[src/rtl/gpio_bank_pkg.sv]
// Shared register map and interrupt-type encoding for the GPIO bank.
package gpio_bank_pkg;

    localparam logic [4:0] GPIO_DIR_ADDR   = 5'h00;
    localparam logic [4:0] GPIO_OUT_ADDR   = 5'h04;
    localparam logic [4:0] GPIO_IN_ADDR    = 5'h08;
    localparam logic [4:0] GPIO_IEN_ADDR   = 5'h0C;
    localparam logic [4:0] GPIO_ITYPE_ADDR = 5'h10;
    localparam logic [4:0] GPIO_IPOL_ADDR  = 5'h14;
    localparam logic [4:0] GPIO_ISTAT_ADDR = 5'h18;
    localparam logic [4:0] GPIO_DBT_ADDR   = 5'h1C;

    typedef enum logic {
        INT_LEVEL = 1'b0,
        INT_EDGE  = 1'b1
    } int_type_e;

    // Byte address to word-aligned register address (low two bits dropped).
    function automatic logic [4:0] word_addr(input logic [4:0] a);
        return {a[4:2], 2'b00};
    endfunction

endpackage

[src/rtl/gpio_bank_ctrl_if.sv]
// APB register bus between the fabric (master) and the GPIO bank (slave).
interface gpio_bank_ctrl_if;
    logic        psel;
    logic        penable;
    logic        pwrite;
    logic [4:0]  paddr;
    logic [31:0] pwdata;
    logic [31:0] prdata;
    logic        pready;

    modport master (output psel, penable, pwrite, paddr, pwdata,
                    input  prdata, pready);
    modport slave  (input  psel, penable, pwrite, paddr, pwdata,
                    output prdata, pready);
endinterface

[src/rtl/gpio_pin_debounce.sv]
// One pin of the input path: metastability synchroniser followed by a
// counter-based debouncer that only accepts a level held for thresh+1 cycles.
module gpio_pin_debounce #(
    parameter int SYNC_STAGES = 2,
    parameter int DB_CNT_W    = 8
) (
    input  logic                clk,
    input  logic                rst,
    input  logic                pin_in,
    input  logic [DB_CNT_W-1:0] thresh,
    output logic                stable
);

    logic [SYNC_STAGES-1:0] sync_q;
    logic [DB_CNT_W-1:0]    cnt;
    logic                   sync;

    assign sync = sync_q[SYNC_STAGES-1];

    // Shift the raw pad level through the synchroniser chain.
    always_ff @(posedge clk or posedge rst) begin
        if (rst) sync_q <= '0;
        else     sync_q <= {sync_q[SYNC_STAGES-2:0], pin_in};
    end

    // Count cycles of disagreement; accept the new level once the count hits
    // the threshold. Threshold changes are not a reason to restart the count.
    always_ff @(posedge clk or posedge rst) begin
        if (rst) begin
            stable <= 1'b0;
            cnt    <= '0;
        end else if (sync == stable) begin
            cnt <= '0;
        end else if (cnt == thresh) begin
            stable <= sync;
            cnt    <= '0;
        end else begin
            cnt <= cnt + DB_CNT_W'(1);
        end
    end

endmodule

[src/rtl/gpio_bank_ctrl.sv]
// GPIO bank: APB register file, per-pin debounced inputs, edge/level
// interrupt detection and a single registered interrupt line.
module gpio_bank_ctrl
    import gpio_bank_pkg::*;
#(
    parameter int GPIO_DATA_WIDTH = 16,
    parameter int SYNC_STAGES     = 2,
    parameter int DB_CNT_W        = 8
) (
    input  logic                       pclk,
    input  logic                       p_reset,
    gpio_bank_ctrl_if.slave            apb,
    input  logic [GPIO_DATA_WIDTH-1:0] gpio_pin_in,
    output logic [GPIO_DATA_WIDTH-1:0] n_gpio_pin_oe,
    output logic [GPIO_DATA_WIDTH-1:0] gpio_pin_out,
    output logic                       irq
);

    localparam int W = GPIO_DATA_WIDTH;

    logic [W-1:0]        dir_r, out_r, int_en_r, int_type_r, int_pol_r;
    logic [W-1:0]        int_status_r, status_next;
    logic [DB_CNT_W-1:0] db_thresh_r;
    logic [W-1:0]        stable, stable_q;
    logic [W-1:0]        w1c, edge_hit;
    logic [W-1:0]        wdata_w;
    logic [4:0]          addr;
    logic                wr_en, rd_en;
    logic                irq_r;
    logic                unused_bits;

    assign addr    = word_addr(apb.paddr);
    assign wr_en   = apb.psel & apb.penable & apb.pwrite;
    assign rd_en   = apb.psel & apb.penable & ~apb.pwrite;
    assign wdata_w = apb.pwdata[W-1:0];

    // Address byte-lane bits and pwdata bits above the bank width are don't-care.
    assign unused_bits = ^{apb.paddr[1:0], apb.pwdata};

    genvar gi;
    generate
        for (gi = 0; gi < W; gi++) begin : g_pin
            gpio_pin_debounce #(
                .SYNC_STAGES (SYNC_STAGES),
                .DB_CNT_W    (DB_CNT_W)
            ) u_db (
                .clk    (pclk),
                .rst    (p_reset),
                .pin_in (gpio_pin_in[gi]),
                .thresh (db_thresh_r),
                .stable (stable[gi])
            );
        end
    endgenerate

    // Plain read/write configuration registers.
    always_ff @(posedge pclk or posedge p_reset) begin
        if (p_reset) begin
            dir_r       <= '0;
            out_r       <= '0;
            int_en_r    <= '0;
            int_type_r  <= '0;
            int_pol_r   <= '0;
            db_thresh_r <= '0;
        end else if (wr_en) begin
            case (addr)
                GPIO_DIR_ADDR:   dir_r       <= wdata_w;
                GPIO_OUT_ADDR:   out_r       <= wdata_w;
                GPIO_IEN_ADDR:   int_en_r    <= wdata_w;
                GPIO_ITYPE_ADDR: int_type_r  <= wdata_w;
                GPIO_IPOL_ADDR:  int_pol_r   <= wdata_w;
                GPIO_DBT_ADDR:   db_thresh_r <= apb.pwdata[DB_CNT_W-1:0];
                default: ;
            endcase
        end
    end

    // Edge events from the debounced level and its one-cycle-old copy.
    always_comb begin
        w1c      = (wr_en && addr == GPIO_ISTAT_ADDR) ? wdata_w : '0;
        edge_hit = (stable & ~stable_q & ~int_pol_r) | (~stable & stable_q & int_pol_r);
    end

    // Next interrupt status: edge pins latch (a new event beats a clear),
    // level pins simply track the qualified level and ignore clears.
    always_comb begin
        status_next = int_status_r;
        for (int i = 0; i < W; i++) begin
            if (int_type_e'(int_type_r[i]) == INT_EDGE)
                status_next[i] = (int_status_r[i] & ~w1c[i]) | edge_hit[i];
            else
                status_next[i] = stable[i] ^ int_pol_r[i];
        end
    end

    // Status, delayed input copy and masked interrupt output.
    always_ff @(posedge pclk or posedge p_reset) begin
        if (p_reset) begin
            int_status_r <= '0;
            stable_q     <= '0;
            irq_r        <= 1'b0;
        end else begin
            int_status_r <= status_next;
            stable_q     <= stable;
            irq_r        <= |(int_status_r & int_en_r);
        end
    end

    // Read mux; the bus is driven only during a read access phase.
    always_comb begin
        apb.prdata = '0;
        if (rd_en) begin
            case (addr)
                GPIO_DIR_ADDR:   apb.prdata = 32'(dir_r);
                GPIO_OUT_ADDR:   apb.prdata = 32'(out_r);
                GPIO_IN_ADDR:    apb.prdata = 32'(stable);
                GPIO_IEN_ADDR:   apb.prdata = 32'(int_en_r);
                GPIO_ITYPE_ADDR: apb.prdata = 32'(int_type_r);
                GPIO_IPOL_ADDR:  apb.prdata = 32'(int_pol_r);
                GPIO_ISTAT_ADDR: apb.prdata = 32'(int_status_r);
                GPIO_DBT_ADDR:   apb.prdata = 32'(db_thresh_r);
                default:         apb.prdata = '0;
            endcase
        end
    end

    assign apb.pready    = 1'b1;
    assign n_gpio_pin_oe = ~dir_r;
    assign gpio_pin_out  = out_r;
    assign irq           = irq_r;

endmodule

[src/flat_wrapper.sv]
// flat-port wrapper written by rule: the top's interface ports become plain ports
module gpio_bank_ctrl_flat import gpio_bank_pkg::*;
#(
    parameter int GPIO_DATA_WIDTH = 16,
    parameter int SYNC_STAGES     = 2,
    parameter int DB_CNT_W        = 8
)
  (pclk, p_reset, gpio_pin_in, n_gpio_pin_oe, gpio_pin_out, irq, apb_psel, apb_penable, apb_pwrite, apb_paddr, apb_pwdata, apb_prdata, apb_pready);
  gpio_bank_ctrl_if apb_i ();
  input  logic pclk;
  input  logic p_reset;
  input  logic [GPIO_DATA_WIDTH-1:0] gpio_pin_in;
  output logic [GPIO_DATA_WIDTH-1:0] n_gpio_pin_oe;
  output logic [GPIO_DATA_WIDTH-1:0] gpio_pin_out;
  output logic irq;
  input wire logic [$bits(apb_i.psel)-1:0] apb_psel;
  input wire logic [$bits(apb_i.penable)-1:0] apb_penable;
  input wire logic [$bits(apb_i.pwrite)-1:0] apb_pwrite;
  input wire logic [$bits(apb_i.paddr)-1:0] apb_paddr;
  input wire logic [$bits(apb_i.pwdata)-1:0] apb_pwdata;
  output wire logic [$bits(apb_i.prdata)-1:0] apb_prdata;
  output wire logic [$bits(apb_i.pready)-1:0] apb_pready;
  assign apb_i.psel = apb_psel;
  assign apb_i.penable = apb_penable;
  assign apb_i.pwrite = apb_pwrite;
  assign apb_i.paddr = apb_paddr;
  assign apb_i.pwdata = apb_pwdata;
  assign apb_prdata = apb_i.prdata;
  assign apb_pready = apb_i.pready;
  gpio_bank_ctrl #(.GPIO_DATA_WIDTH(GPIO_DATA_WIDTH), .SYNC_STAGES(SYNC_STAGES), .DB_CNT_W(DB_CNT_W)) u_core (.pclk(pclk), .p_reset(p_reset), .apb(apb_i), .gpio_pin_in(gpio_pin_in), .n_gpio_pin_oe(n_gpio_pin_oe), .gpio_pin_out(gpio_pin_out), .irq(irq));
endmodule
[config.mk]
export PLATFORM = sky130hd
export DESIGN_NAME = gpio_bank_ctrl_flat
export DESIGN_NICKNAME = d
export VERILOG_FILES = /design/src/rtl/gpio_bank_pkg.sv /design/src/rtl/gpio_bank_ctrl_if.sv /design/src/rtl/gpio_pin_debounce.sv /design/src/rtl/gpio_bank_ctrl.sv /design/src/flat_wrapper.sv
export SDC_FILE = /design/constraint.sdc
export NUM_CORES = 1
export LEC_CHECK = 0
export BUFFER_PORTS_ARGS = -buffer_cell sky130_fd_sc_hd__buf_4
export CORE_ASPECT_RATIO = 1.25
export CORE_MARGIN = 5
export CORE_UTILIZATION = 55
export DETAILED_ROUTE_END_ITERATION = 12
export PLACE_DENSITY_LB_ADDON = 0.3
export SKIP_LAST_GASP = 1
export SYNTH_ARGS = -nofsm -noshare
export SYNTH_HDL_FRONTEND = slang
export SYNTH_SLANG_ARGS = --single-unit
[constraint.sdc]
create_clock -name pclk -period 29.1 [get_ports pclk]
set_clock_uncertainty 0.15 [all_clocks]
set_input_delay 2.91 -clock pclk [delete_from_list [all_inputs] [get_ports pclk]]
set_output_delay 2.91 -clock pclk [all_outputs]
set_load 0.05 [all_outputs]
### Word-level counts from Yosys, hierarchy flattened

Cells that the tools add are included.

| operators by class | value |
|---|---|
| $add $sub $neg | 16 |
| equal/unequal tests | 39 |
| muxes and demuxes | 51 |
| bitwise gates (word level) | 94 |
| reductions and logical operators | 25 |

Operators by type and width:

| kind | count |
|---|---|
| 2-to-1 mux 8 bit | 32 |
| adder 8 x 1 -> 8 bit, second input constant | 16 |
| equality test 8 bit | 16 |
| one-hot mux 16 bit (8 select lines) | 1 |
| bitwise AND 16 bit | 5 |
| inverter 16 bit | 4 |
| AND reduction 2 bit | 22 |
| inverter 1 bit | 33 |
| 2-to-1 mux 32 bit | 1 |
| bitwise AND 1 bit | 19 |
| equality test 1 bit | 16 |
| 2-to-1 mux 1 bit | 16 |
| 2-to-1 mux 16 bit | 1 |
| bitwise OR 1 bit | 16 |
| bitwise OR 16 bit | 1 |
| OR reduction 16 bit | 1 |
| bitwise XOR 1 bit | 16 |
| equality test 3 bit, second input constant | 4 |
| equality test 3 x 2 -> 1 bit, second input constant | 2 |
| zero test 5 bit | 1 |
| equality test 3 x 1 -> 1 bit, second input constant | 1 |
| logical AND 1 bit | 1 |

| storage, ports and cells | value |
|---|---|
| bits in registers | 297 |
| input bits | 58 |
| output and inout bits | 66 |
| logic and storage cells | 282 |

### Longest topological paths before layout

| depth | value |
|---|---|
| depth after elaboration | 8 |
| depth in mapped cells | 7 |
| mapped depth without buffers | 5 |

### By module

A second synthesis with hierarchy kept.

| second synthesis, totals | value |
|---|---|
| cell total of the unflattened synthesis | 1291 |
| area, all modules | 14625.3 um^2 |

Modules (own cells, without submodules):

| module | instances | cells each | area an instance (um^2) |
|---|---|---|---|
| gpio_pin_debounce | 16 | 48 | 526.8 |
| gpio_bank_ctrl | 1 | 523 | 6197.2 |

### Least setup slack after synthesis

Ideal clock, no wire load.

| path | value |
|---|---|
| kind | input to output |
| start | input port apb_paddr[4] |
| end | output port apb_prdata[9] |
| arrival time | 4.940 ns |
| required time | 26.040 ns |
| path slack | 21.100 ns |
| stages on the path | 7 |
| path through | buf_4 buf_6 buf_2 nand2_1 o21ai_0 nand2_1 a311oi_1 |

| on the way | value |
|---|---|
| word-level cells in the longest chain between the ends | 3 |

Ends and longest elaborated chain:

| element | line | source |
|---|---|---|
| from (decl) | flat_wrapper.sv:19 | `input wire logic [$bits(apb_i.paddr)-1:0] apb_paddr;` |
| equality test 3 bit, or another cell as far along | gpio_bank_ctrl.sv:113 | `case (addr)` |
| one-hot mux 16 bit (8 select lines) (*) | gpio_bank_ctrl.sv:113 |  |
| 2-to-1 mux 32 bit (*) | gpio_bank_ctrl.sv:112 | `if (rd_en) begin` |
| to (decl) | flat_wrapper.sv:21 | `output wire logic [$bits(apb_i.prdata)-1:0] apb_prdata;` |

Every way passes the cells marked *; elsewhere a longest branch is shown, timed or not.

### Final worst setup path

| path | value |
|---|---|
| start | input port apb_paddr[3] |
| end | output port apb_prdata[0] |

The elaborated chain is that of the path after synthesis.

==> flow_summary.ini <==
[timing]
fin_setup_tns_ps = 0
relSlewSlack_pct = 28.0
finalSetupViolCount = 0
fmax_mhz = 130
hold_viol_final = 0
finalCritPeriodShare_pct = 26.4
layout_setup_ws_ps = 21430
tightest_slew_ps = 1080
rsz0062_at_grt = false
slew_viol_final = 0
finalCriticalPeriod_ps = 7670

[place]
portBuffers = 88
dp_hpwl_mm = 21.2
gp_congestion = 0.846
place_worst_setup_slack_ps = 21430
place_area_sq_um = 15500

[synth]
ys.flop_type = dfrtp_1
synth-adder-area-share_pct = 1.36
yosysMostFrequentCell = dfrtp_1
yosys-mux-area-fraction_pct = 9.70
syn_area_per_cell_sq_um = 11.1
synthCells = 1318
ys_types = 53
yosysTopAreaCell = dfrtp_1
ys_warn_count = 0
netlist_top_cells_count = 297 x dfrtp_1, 159 x nor2_1, 148 x xnor2_1
synth-simple-area-share_pct = 13.2
synthesis.area_sq_um = 14700
synth_edf_count = 0
synth_compound_area_share_pct = 6.52
ys_seq_area_share_pct = 50.7
synth_top_family_by_area = XOR/XNOR gates
yosys.area_share.xor_xnor_pct = 14.4
yosys.area.top_type_share_pct = 50.7
ys_ff_latch = 297
async_flop_share_pct = 100
ys_top_cells_by_area = dfrtp_1 51%, xnor2_1 8.8%, xor2_1 5.6%

[detailed_routing]
drtPass1Iterations = 5
drt-total-wl_mm = 32.5
vias = 10015
wl_per_cell_microns = 18.3
first_iter_violations = 574
post-route-drc-count = 0
vias_per_cell = 5.65
drt.antenna.violating_nets = 0

[die]
num_io_pins = 124
dieArea_sq_um = 30100
initial_core_util_pct = 56.0
rows = 66
fp.dieH_microns = 193
coreArea_sq_um = 26200
die_w_microns = 156

[worst_setup_path]
critPathArrivalTime_ps = 4610
cp-end-kind = output pin
critPathTopFamily = buffers and inverters
crit_buf_inv = 2
slowest_delay_ps = 530
worstPathRequired_ps = 26040
path_class = in2out
crit_path_start_kind = input pin
path_max_fanout = 41
slowest_stage = nor2b_1
path_cells = buf_4 > nor2b_1 > a22o_1 > a32oi_1 > a21oi_1 > buf_4
crit_top_cell = buf_4

[cts]
clk_pin_slew_ps = 60
clk_latency_ps = 550
cts_resized = 0
cts_tree = done
cts_inserted_buffers = 31
post_cts_buffers = 0
clock_path_buffers = 3
clock-sinks = 297
root_buffer = clkbuf_16
h-tree-depth = 1
hold_buffers = 0

[power]
vdd_ir_drop_max_v = 0.0000468
p_int_mw = 0.892
power.share.clock_pct = 28.9
power.leakage_nw = 7.27
power_frac_seq_pct = 43.2
p_sw_mw = 0.479
p_sw_share_pct = 34.9
pwr-share-comb_pct = 27.9
power_density_nw_per_um2 = 83.0

[global_routing]
antenna_found_initial = 0
grt_max_degree = 151
grt_pass1_wl_mm = 53.6
grt_pass1_vias = 10429
grt_usage_pct = 21.9
overflow = 0

[status]
status = complete, no violations

[hold_path]
hold_class = reg2reg

[final_layout]
final_nets = 1482
nFillCells = 2087
seq_area_sq_um = 7430
final_area_sq_um = 16500
drive_gt1_share_pct = 16.9
multi_input_comb_area_sq_um = 6690
diodes = 0
syn2layout_area_growth_pct = 12.7

[flow_run]
drv_cap = 0
-- metrics by stage --
| stage | total power, mW | instances | utilization (%) | hold slack (ps) |
|---|---|---|---|---|
| floorplan | 0.873 | 1333 | - | 181 |
| global placement | 0.967 | 1715 | 59.2 | 183 |
| detailed placement | 0.982 | 1715 | 59.2 | 185 |
| CTS | 1.38 | 1772 | 63.1 | 184 |
| global route | 1.45 | 1772 | 63.1 | 183 |
| finish | 1.37 | 1772 | 63.1 | 187 |
-- routing by layer --
layer  GRT usage (%)  vias up  wire [microns]
met4            6.60        0             889
met3            2.71       62            1730
li1                -     4683               -
met2            38.7      273           16400
met1            28.2     4997           13500
met5               0        -               0
-- sequential cells by signal (all words and copies together), names as in the netlist, 16 cells and up --
signal,cells
u_core.g_pin.u_db.stable,16
u_core.g_pin.u_db.cnt,128
u_core.dir_r,16
u_core.stable_q,16
u_core.g_pin.u_db.sync_q,32
u_core.int_status_r,16
u_core.int_en_r,16
u_core.gpio_pin_out,16
u_core.int_pol_r,16
u_core.int_type_r,16
-- layout by cell type (no fill, tap or decap), types with 5 or more instances in the layout --
| cell type | n |
|---|---|
| o21ai_2 | 14 |
| clkinvlp_4 | 6 |
| mux4_2 | 9 |
| a311o_1 | 15 |
| xor2_1 | 93 |
| dfrtp_1 | 297 |
| mux2_2 | 55 |
| mux2i_1 | 15 |
| clkbuf_1 | 6 |
| nand4_1 | 33 |
| and3_1 | 37 |
| o21ai_0 | 23 |
| clkbuf_16 | 31 |
| inv_1 | 47 |
| xnor2_1 | 148 |
| a21oi_1 | 26 |
| a31oi_1 | 7 |
| buf_4 | 99 |
| a22o_1 | 5 |
| mux2_1 | 40 |
| clkbuf_8 | 8 |
| ha_1 | 16 |
| nand3_1 | 86 |
| nand2b_1 | 17 |
| nand2_1 | 53 |
| a211oi_1 | 16 |
| conb_1 | 17 |
| nor2_1 | 159 |
-- area by class of cell --
| class | instances | area share (%) |
|---|---|---|
| Inverter | 49 | 1.16 |
| Tap cell | 340 | 2.57 |
| Timing Repair Buffer | 99 | 4.50 |
| Sequential cell | 297 | 45.0 |
| Multi-Input combinational cell | 930 | 40.5 |
| Clock buffer | 45 | 5.50 |
| Clock inverter | 12 | 0.818 |
-- final timing paths --
| path | startpoint | endpoint | slack, ps | cells after the start |
|---|---|---|---|---|
| worst min-delay path | u_core.g_pin[9].u_db.sync_q[0] | u_core.g_pin[9].u_db.sync_q[1] | 190 | 0 |
| worst min register to register | u_core.g_pin[9].u_db.sync_q[0] | u_core.g_pin[9].u_db.sync_q[1] | 190 | 0 |
| min in group asynchronous | p_reset | u_core.dir_r[10] | 2460 | 2 |
| max in group asynchronous | p_reset | u_core.g_pin[13].u_db.sync_q[0] | 24800 | 3 |
| worst max register to register | u_core.db_thresh_r[2] | u_core.g_pin[15].u_db.cnt[5] | 27120 | 5 |
| worst max-delay path | apb_paddr[3] | apb_prdata[0] | 21430 | 6 |
-- power groups by stage --
stage	Clock, mW	Sequential [mW]	Combinational, mW
after detailed placement	0	0.597	0.385
after global placement	0	0.593	0.374
after CTS	0.405	0.590	0.387
after floorplan	0	0.582	0.291
final	0.397	0.592	0.383
after global routing	0.422	0.603	0.424
-- cells by family (layout without fill, tap and decap cells) --
kind of cell	count (synthesis)	after routing
AO/OA/AOI/OAI	134	134
XOR/XNOR	241	241
buffers and inverters	106	205
other	2	17
AND/OR/NAND/NOR	403	403
adder cells (fa/ha/maj)	16	16
multiplexers	119	119
flip-flops	297	297
No activity file was read; power rests on OpenSTA's default activity.
